==> src/rtl/scan_pkg.sv <==
// scan_pkg: shared types and default parameters for the scan-chain master.
package scan_pkg;
  localparam int ScanLenDef = 64;
  localparam int ClkDivDef = 2;
  localparam int GapCyclesDef = 1;
  typedef enum logic [2:0] {ST_IDLE, ST_SHIFT, ST_UPDATE, ST_RESET, ST_DONE} scan_drv_state_e;
  typedef enum logic [1:0] {PH_SETUP, PH_P, PH_HOLD, PH_N} scan_phase_e;
  typedef struct packed {
    logic sclkp;
    logic sclkn;
    logic senable;
    logic supdate;
    logic sreset;
  } scan_ctrl_t;
  function automatic int max2(input int a, input int b);
    return a > b ? a : b;
  endfunction
endpackage

==> src/rtl/scan_if.sv <==
// scan_if: serial data plus control strobes between scan master and chain.
interface scan_if;
  import scan_pkg::*;
  logic sdata;
  scan_ctrl_t sctrl;
  modport send (output sdata, sctrl);
  modport recv (input sdata, sctrl);
endinterface

==> src/rtl/scan_phase_gen.sv <==
// scan_phase_gen: sequences SETUP/P/HOLD/N sub-phases of one scan bit while enabled.
module scan_phase_gen import scan_pkg::*; #(
  parameter int ClkDiv = ClkDivDef,
  parameter int GapCycles = GapCyclesDef
) (
  input  logic        clk,
  input  logic        rst,
  input  logic        en,
  output scan_phase_e phase,
  output logic        phase_last,
  output logic        bit_done
);
  localparam int CW = $clog2(max2(ClkDiv, GapCycles) + 1);
  logic [CW-1:0] cnt;
  logic [CW-1:0] len_m1;
  logic [1:0] phase_inc;
  assign len_m1 = (phase == PH_P || phase == PH_N) ? CW'(ClkDiv - 1) : CW'(GapCycles - 1);
  assign phase_last = cnt == len_m1;
  assign bit_done = en && phase == PH_N && phase_last;
  assign phase_inc = phase + 2'd1;
  always_ff @(posedge clk) begin
    if (rst || !en) begin
      phase <= PH_SETUP;
      cnt <= '0;
    end else if (phase_last) begin
      phase <= scan_phase_e'(phase_inc);
      cnt <= '0;
    end else begin
      cnt <= cnt + CW'(1);
    end
  end
endmodule

==> src/rtl/scan_driver.sv <==
// scan_driver: serializes a config word onto a scan chain, then updates; optional readback via SCAN_DRIVER_READBACK_EN.
module scan_driver import scan_pkg::*; #(
  parameter int ScanLen = ScanLenDef,
  parameter int ClkDiv = ClkDivDef,
  parameter int GapCycles = GapCyclesDef
) (
  input  logic               clk,
  input  logic               rst,
  input  logic               start_valid,
  output logic               start_ready,
  input  logic [ScanLen-1:0] wdata,
  input  logic               reset_req,
  input  logic               scan_in,
  output logic               busy,
  output logic               done,
  output logic [ScanLen-1:0] rdata,
  output logic               rdata_valid,
  scan_if.send               scan
);
  localparam int BW = $clog2(ScanLen + 1);
  localparam int CW = $clog2(max2(ClkDiv, GapCycles) + 1);
  scan_drv_state_e state, state_n;
  scan_phase_e phase;
  logic phase_last, bit_done, load;
  logic [ScanLen-1:0] sr;
  logic [BW-1:0] bcnt;
  logic [CW-1:0] rcnt;
  scan_phase_gen #(.ClkDiv(ClkDiv), .GapCycles(GapCycles)) u_phase (
    .clk(clk),
    .rst(rst),
    .en(state == ST_SHIFT || state == ST_UPDATE),
    .phase(phase),
    .phase_last(phase_last),
    .bit_done(bit_done)
  );
  always_comb begin
    state_n = state;
    load = 1'b0;
    case (state)
      ST_IDLE: begin
        state_n = reset_req ? ST_RESET : start_valid ? ST_SHIFT : ST_IDLE;
        load = !reset_req && start_valid;
      end
      ST_SHIFT:  state_n = (bit_done && bcnt == BW'(ScanLen - 1)) ? ST_UPDATE : ST_SHIFT;
      ST_UPDATE: state_n = (phase == PH_P && phase_last) ? ST_DONE : ST_UPDATE;
      ST_RESET:  state_n = (rcnt == CW'(ClkDiv - 1)) ? ST_DONE : ST_RESET;
      default:   state_n = ST_IDLE;
    endcase
  end
  always_ff @(posedge clk) begin
    if (rst) begin
      state <= ST_IDLE;
      sr <= '0;
      bcnt <= '0;
      rcnt <= '0;
    end else begin
      state <= state_n;
      sr <= load ? wdata : bit_done ? {sr[ScanLen-2:0], 1'b0} : sr;
      bcnt <= load ? '0 : bit_done ? bcnt + BW'(1) : bcnt;
      rcnt <= state == ST_RESET ? rcnt + CW'(1) : '0;
    end
  end
  assign start_ready = state == ST_IDLE && !rst;
  assign busy = state != ST_IDLE;
  assign done = state == ST_DONE;
  // Scan strobes decode only from flops so no input reaches the chain combinationally.
  assign scan.sdata = state == ST_SHIFT && sr[ScanLen-1];
  assign scan.sctrl = '{
    sclkp:   state == ST_SHIFT && phase == PH_P,
    sclkn:   state == ST_SHIFT && phase == PH_N,
    senable: state == ST_SHIFT,
    supdate: state == ST_UPDATE && phase == PH_P,
    sreset:  state == ST_RESET
  };
`ifdef SCAN_DRIVER_READBACK_EN
  logic [ScanLen-1:0] cap;
  always_ff @(posedge clk) begin
    if (rst) begin
      cap <= '0;
      rdata <= '0;
      rdata_valid <= 1'b0;
    end else begin
      if (bit_done) cap <= {cap[ScanLen-2:0], scan_in};
      if (state == ST_UPDATE && state_n == ST_DONE) rdata <= cap;
      rdata_valid <= state == ST_UPDATE && state_n == ST_DONE;
    end
  end
`else
  logic unused_scan_in;
  assign unused_scan_in = scan_in;
  assign rdata = '0;
  assign rdata_valid = 1'b0;
`endif
endmodule

==> src/flat_wrapper.sv <==
// flat-port wrapper written by rule: the top's interface ports become plain ports
module scan_driver_flat import scan_pkg::*;
#(
  parameter int ScanLen = ScanLenDef,
  parameter int ClkDiv = ClkDivDef,
  parameter int GapCycles = GapCyclesDef
)
  (clk, rst, start_valid, start_ready, wdata, reset_req, scan_in, busy, done, rdata, rdata_valid, scan_sdata, scan_sctrl);
  scan_if scan_i ();
  input  logic clk;
  input  logic rst;
  input  logic start_valid;
  output logic start_ready;
  input  logic [ScanLen-1:0] wdata;
  input  logic reset_req;
  input  logic scan_in;
  output logic busy;
  output logic done;
  output logic [ScanLen-1:0] rdata;
  output logic rdata_valid;
  output wire logic [$bits(scan_i.sdata)-1:0] scan_sdata;
  output wire logic [$bits(scan_i.sctrl)-1:0] scan_sctrl;
  assign scan_sdata = scan_i.sdata;
  assign scan_sctrl = scan_i.sctrl;
  scan_driver #(.ScanLen(ScanLen), .ClkDiv(ClkDiv), .GapCycles(GapCycles)) u_core (.clk(clk), .rst(rst), .start_valid(start_valid), .start_ready(start_ready), .wdata(wdata), .reset_req(reset_req), .scan_in(scan_in), .busy(busy), .done(done), .rdata(rdata), .rdata_valid(rdata_valid), .scan(scan_i));
endmodule
==> config.mk <==
export PLATFORM = sky130hd
export DESIGN_NAME = scan_driver_flat
export DESIGN_NICKNAME = d
export VERILOG_FILES = /design/src/rtl/scan_pkg.sv /design/src/rtl/scan_if.sv /design/src/rtl/scan_phase_gen.sv /design/src/rtl/scan_driver.sv /design/src/flat_wrapper.sv
export SDC_FILE = /design/constraint.sdc
export NUM_CORES = 1
export LEC_CHECK = 0
export ABC_AREA = 1
export BUFFER_PORTS_ARGS = -buffer_cell sky130_fd_sc_hd__buf_2
export CAP_MARGIN = 20
export CORE_AREA = 2 2 99 101
export CTS_BUF_LIST = sky130_fd_sc_hd__clkbuf_4 sky130_fd_sc_hd__clkbuf_8
export DETAILED_ROUTE_END_ITERATION = 7
export DIE_AREA = 0 0 101 103
export PLACE_DENSITY_LB_ADDON = 0.12
export SYNTH_ARGS = -nofsm -noshare
export SYNTH_HDL_FRONTEND = slang
export SYNTH_HIERARCHICAL = 1
export SYNTH_SLANG_ARGS = --single-unit
==> constraint.sdc <==
create_clock -name clk -period 2.1 [get_ports clk]
set_clock_uncertainty 0.05 [all_clocks]
set_input_delay 0.42 -clock clk [delete_from_list [all_inputs] [get_ports clk]]
set_output_delay 0.42 -clock clk [all_outputs]
set_load 0.02 [all_outputs]
==> results of run 1 <==
repair_timing:
action	CTS	global route
endpoints found under the setup margin	0	16
hold buffers	0	0
resized for setup	0	2
critical path, cell delays in order, from the launching register on:
cell and delay [ns]:
dfxtp_1 0.43, inv_1 0.09, nor3_2 0.14, inv_1 0.11, nand2_1 0.09, nand2_1 0.09
nor2_4 0.22, nand2_1 0.14, nor2_2 0.18, nand3_1 0.13, nand2_1 0.08, a21oi_1 0.06
metal layers:
metal  part of all wire (%)  vias to the layer above  routed length, µm
met5                      0                        -                  0
met4                    1.1                        0                114
met3                    5.1                       11                532
met2                     45                      146               4770
met1                     48                     2087               5090
li1                       -                     2375                  -
flip-flops by register name, indices dropped and copies added (netlist names):
signal and count:
u_core/u_phase/phase 2, u_core/rcnt 2, u_core/sr 64, u_core/u_phase/cnt 2
u_core/bcnt 7, u_core/state 3
area by class of cell:
| class | instances | area, µm² | share of cell area [%] |
|---|---|---|---|
| Tap cell | 114 | 143 | 2.69 |
| Sequential cell | 80 | 1600 | 30.2 |
| Clock buffer | 11 | 145 | 2.73 |
| Inverter | 87 | 327 | 6.15 |
| Multi-Input combinational cell | 528 | 2450 | 46.1 |
| Clock inverter | 5 | 80.1 | 1.51 |
| Timing Repair Buffer | 92 | 567 | 10.7 |
kinds of logic (layout without fill, tap and decap cells):
family                   count (synthesis)  in the layout
AO/OA/AOI/OAI                           74             74
XOR/XNOR                                 3              3
adder cells (fa/ha/maj)                  3              3
buffers and inverters                  210            195
flip-flops                              80             80
other                                    1             65
AND/OR/NAND/NOR                        383            383
cell usage after synthesis:
master,count
nand3_4,1
buf_4,73
nand3_1,72
xnor2_1,2
buf_6,2
nand4_1,66
clkbuf_1,16
a22oi_1,1
conb_1,1
ha_1,3
xor2_1,1
dfxtp_1,80
a21oi_1,71
nor2_2,2
nand2_1,211
buf_2,29
o21ai_1,2
nor3b_1,1
nor3_1,2
nand2_2,3
nand3_2,1
nor2_1,24
buf_1,3
inv_2,4
inv_1,83
stage by stage:
step	instances	worst slack (ns)	area (µm²)	total power, µW	util (%)
after floorplan	818	0.0356	5130	2580	-
after global placement	901	0.232	5080	2690	53.7
after detailed placement	901	0.114	5080	2710	53.7
after CTS	917	0.101	5300	3990	56.1
after global routing	917	0.000795	5310	4200	56.1
final	917	0.175	5310	3960	56.1
cells in the final DEF (no fill, tap or decap):
master,Yosys,layout
nand2_1,211,211
inv_1,83,82
dfxtp_1,80,80
buf_2,29,76
nand3_1,72,72
a21oi_1,71,71
nand4_1,66,66
conb_1,1,65
nor2_1,24,21
clkbuf_8,0,10
buf_4,73,10
inv_2,4,5
buf_12,0,5
nor2_4,0,3
ha_1,3,3
nand2_2,3,3
clkinvlp_4,0,2
bufinv_16,0,2
nand3_4,1,2
nor2_2,2,2
xnor2_1,2,2
o21ai_1,2,2
clkinv_2,0,1
clkbuf_4,0,1
nor3_2,0,1
nor3_1,2,1
xor2_1,1,1
nor3b_1,1,1
a22oi_1,1,1
buf_6,2,1
final timing paths:
kind	to	depth (start not counted)	slack (ns)
worst min register to register	u_core/rcnt[0]	1	0.38
worst max register to register	u_core/state[0]	11	0.17
worst max-delay path	u_core/state[0]	11	0.17
worst min-delay path	u_core/sr[0]	3	0.32
where the power goes:
part           leakage [µW]  switching (µW)  internal (µW)
combinational       0.00190             629            305
clock              0.000109             566            714
sequential         0.000654            84.5           1660
total               0.00267            1280           2680
==> metrics.cfg, run 1 <==
[logic_synthesis]
synth_top_family_by_area = simple AND/OR/NAND/NOR gates
synth_area_leaders = dfxtp_1 (33%), nand2_1 (16%), buf_4 (11%)
synth_compound_area_share_pct = 7.63
yosys_warnings = 6
synthAdderAreaFrac_pct = 0.768
syn_area_mm2 = 0.00489
ys_ff_latch = 80
ys_types = 25
syn_inst = 754
synth_xor_area_share_pct = 0.538
avgSynthCellArea_um2 = 6.48
synthMuxAreaShare_pct = 0
synth_top_area_cell = dfxtp_1
seq_area_frac_synth_pct = 32.8
synth_top_area_share_pct = 32.8
synth-simple-area-share_pct = 35.4

[setup_path]
crit_type = flip-flop to flip-flop
required_ns = 2.27
r2r-start = u_core/state[0]
cp-end-kind = flip-flop
start_kind = flip-flop
crit_fanout = 8
arrival_ns = 2.09
startpoint = u_core/state[0]

[clocking]
cts_setup_buffers = 0
cts_buffer_depth = 2
clk_latency_ns = 0.34
clock-sinks = 80
htreeDepth = 3
cts_inserted_buffers = 9
cts_root_buffer = clkbuf_8
cts_tree = yes
path_clk_slew_ns = 0.08

[floorplanning]
rows = 36
die_h_um = 103
die_x_um = 101
ioPinCount = 143
start_util_pct = 51.7
die-area_mm2 = 0.0104
core_mm2 = 0.00946

[pwr]
p_leak_uw = 0.00267
worst_ir_drop_vdd_uv = 370
pwr_density_cell_mw_per_mm2 = 745

[place]
gp_congestion = 0.860
hpwl_mm = 6.55
port_buffers = 76

[global_route]
grt_pass1_vias = 4000
grt_max_degree = 70
grt_first_pass_wirelength_mm = 17.5
grt.met2_usage_pct = 33.7
grt_antenna_before_repair = 0
globalRouteTotalUtil_pct = 20.4
grt_busiest_layer = met2
gr-total-overflow = 0
use_met1_pct = 27.2
met3_usage_pct = 2.92

[detailed_routing]
wirelength_mm = 10.5
drtAntennaViolNets = 0
drtIter0Drc = 286
routed_via_density = 5.04
avgRoutedWirePerCell_um = 11.5
vias = 4619
dr.pass1.iters = 5
drc = 0

[cells_and_area]
antennaDiodeCount = 0
fillCellCount = 979
final_nets = 870
drive_gt1_share_pct = 15.4
syn_to_final_growth_pct = 8.65

[sta]
fmax_ghz = 0.519
rsz0062_at_grt = no
setup_tns_ns = 0
period_needed_ns = 1.93
hold_violations = 0
fin_hold_ws_ns = 0.316
setup_viol = 0
slew_violations = 0
post-route-period-util_pct = 91.7

[run]
cap_violations = 0

[hold_path]
min_path_type = input pin to flip-flop
min-delay-start = wdata[0]

[status]
status = finished, final reports clean

Power figures use the tool's default switching activity.
==> inputs of run 2 (changes only) <==
Settings changed: BUFFER_PORTS_ARGS -buffer_cell sky130_fd_sc_hd__buf_2 to -buffer_cell sky130_fd_sc_hd__clkbuf_2.
==> run 2 against run 1 <==
Compared with the run above: via count decreased by 1.2%; total power about the same; global-route usage decreased by 0.36 points; non-clock buffer count grew 2; critical endpoint is now start_ready.
==> metrics.cfg, run 2 (synthesized netlist as in run 1, its figures left out) <==
[clocking]
cts_root_buffer = clkbuf_8  ; unchanged
clk_latency_ns = 0.35  ; was 0.34 ns
cts_tree = yes  ; unchanged
htreeDepth = 3  ; unchanged
postCtsResizedCells = 0  ; unchanged
path_clk_slew_ns = 0.08  ; about the same
hold_buffers = 0  ; unchanged
cts_buffer_depth = 2  ; unchanged
cts_inserted_buffers = 9  ; unchanged
clock-sinks = 80  ; unchanged

[setup_path]
cp-end-kind = output port  ; was flip-flop
required_ns = 1.63  ; was 2.27 ns
arrival_ns = 1.50  ; was 2.09 ns
crit_type = flip-flop to output port  ; was flip-flop to flip-flop
cp_num_buf_inv = 3  ; was 2
path_delay_family = buffers and inverters  ; was simple AND/OR/NAND/NOR gates
worstPathCellList = inv_2 -> buf_4 -> nand2_1 -> nor2_1 -> clkbuf_2  ; was inv_1 -> nor3_2 -> inv_1 -> nand2_1 -> nand2_1 -> nor2_4 -> nand2_1 -> nor2_2 -> nand3_1 -> nand2_1 -> a21oi_1
cp_slowest_cell = dfxtp_1  ; unchanged
crit_fanout = 27  ; was 8
startpoint = u_core/state[2]  ; was u_core/state[0]
max_stage_delay_ns = 0.34  ; was 0.43 ns
r2r-start = u_core/state[0]  ; unchanged
start_kind = flip-flop  ; unchanged

[run]
cap_violations = 0  ; unchanged

[detailed_routing]
routed_via_density = 4.96  ; was 5.04
drc = 0  ; unchanged
drtIter0Drc = 272  ; was 286
avgRoutedWirePerCell_um = 11.3  ; was 11.5 µm
wirelength_mm = 10.4  ; was 10.5 mm
dr.pass1.iters = 4  ; was 5
vias = 4562  ; was 4,619
drtAntennaViolNets = 0  ; unchanged

[global_route]
grt_antenna_before_repair = 0  ; unchanged
globalRouteTotalUtil_pct = 20.0  ; was 20.4%
grt_max_degree = 67  ; was 70
gr-total-overflow = 0  ; unchanged
grt_first_pass_wirelength_mm = 17.3  ; was 17.5 mm
grt_pass1_vias = 3902  ; was 4,000

[hold_path]
min_path_type = input pin to flip-flop  ; unchanged
min-delay-start = wdata[0]  ; unchanged

[pwr]
pwr-share-comb_pct = 23.6  ; about the same
switchingPower_uw = 1290  ; was 1280 µW
p_leak_uw = 0.00268  ; was 0.00267 µW
pwr_density_cell_mw_per_mm2 = 745  ; about the same
p_clk_share_pct = 32.4  ; about the same
worst_ir_drop_vdd_uv = 572  ; was 370 µV
seqPwrFrac_pct = 44.0  ; about the same
switching_share_pct = 32.6  ; was 32.4%
internal_power_uw = 2670  ; was 2680 µW

[status]
status = finished, final reports clean  ; unchanged

[floorplanning]
ioPinCount = 143  ; unchanged
start_util_pct = 51.7  ; unchanged
core_mm2 = 0.00946  ; unchanged
die-area_mm2 = 0.0104  ; unchanged
die_x_um = 101  ; unchanged
rows = 36  ; unchanged
die_h_um = 103  ; unchanged

[cells_and_area]
largest_reg_flops = 64  ; unchanged
fin_util_pct = 56.2  ; was 56.1%
antennaDiodeCount = 0  ; unchanged
final_common_cell = nand2_1  ; unchanged
top_register = u_core/sr  ; unchanged
layout.cells.most_common_list = nand2_1 (211), inv_1 (82), dfxtp_1 (80)  ; unchanged
drive_gt1_share_pct = 15.5  ; was 15.4%
reg_top3 = u_core/sr: 64 flops, u_core/bcnt: 7 flops, u_core/state: 3 flops  ; unchanged
syn_to_final_growth_pct = 8.68  ; was 8.65%
final_nets = 872  ; was 870

[place]
hpwl_mm = 6.53  ; was 6.55 mm
port_buffers = 76  ; unchanged
gp_congestion = 0.826  ; was 0.860

[sta]
period_needed_ns = 1.97  ; was 1.93 ns
fmax_ghz = 0.507  ; was 0.519 GHz
setup_tns_ns = 0  ; unchanged
slew_headroom_pct = 61.6
rsz0062_at_grt = no  ; unchanged
slew_violations = 0  ; unchanged
hold_violations = 0  ; unchanged
worstMarginPinSlew_ns = 0.576
setup_viol = 0  ; unchanged
post-route-period-util_pct = 94.0  ; was 91.7%

run 2: changes by cell type in the layout (fill, tap and decap cells not counted), sizes merged:
cell	change
clkbuf	+75
clkinv	+1
buf	-74
run 2: final cells by class:
| cell class | count | area, µm² |
|---|---|---|
| clock buffers | 10 | 138 |
| clock inverters | 6 | 92.6 |
| fillers | 958 | 4150 |
| inverters | 87 | 327 |
| multi-input cells | 528 | 2440 |
| flip-flops and latches | 80 | 1600 |
| well taps | 114 | 143 |
| repair buffers | 94 | 566 |
run 2: worst paths after layout:
path / to / slack, ns / cells past startpoint
worst max-delay path: start_ready / 0.13 / 5
worst min-delay path: u_core/sr[0] / 0.31 / 3
worst max register to register: u_core/sr[33] / 0.21 / 12
worst min register to register: u_core/rcnt[0] / 0.37 / 1
run 2: power by group through the flow:
stage	combinational (µW)	clock [µW]	sequential (µW)
floorplan	826	0	1760
global placement	920	0	1770
detailed placement	931	0	1780
CTS	934	1320	1740
global route	1060	1380	1760
finish	933	1280	1740
run 2: tightest hold or removal path: stages:
cell      delay (ns)
clkbuf_2        0.09
nand4_1         0.08
a21oi_1         0.06
run 2: timing repair:
action | in CTS | in global routing
endpoints found under the hold margin | 0 | 0
endpoints found under the setup margin | 0 | 40
setup buffers | 0 | 1
run 2: per-stage QoR:
stage / instance area, µm² / hold WS (ns) / instances / setup WS (ns) / power [µW]
2_1_floorplan: 5130 / 0.348 / 818 / 0.0356 / 2580
3_3_place_gp: 5070 / 0.358 / 902 / 0.178 / 2690
3_5_place_dp: 5070 / 0.364 / 902 / 0.138 / 2710
4_1_cts: 5300 / 0.296 / 918 / 0.101 / 4000
5_1_grt: 5310 / 0.306 / 919 / 0.0185 / 4190
6_report: 5310 / 0.312 / 919 / 0.126 / 3960
run 2: per-layer routing:
| layer | global-route usage, % | wire length, µm | vias up | part of all wire [%] |
|---|---|---|---|---|
| li1 | - | - | 2382 | - |
| met2 | 33.9 | 4700 | 149 | 45 |
| met3 | 2.98 | 621 | 10 | 6.0 |
| met5 | 0 | 0 | - | 0 |
| met1 | 25.9 | 4880 | 2021 | 47 |
| met4 | 7.48 | 154 | 0 | 1.5 |
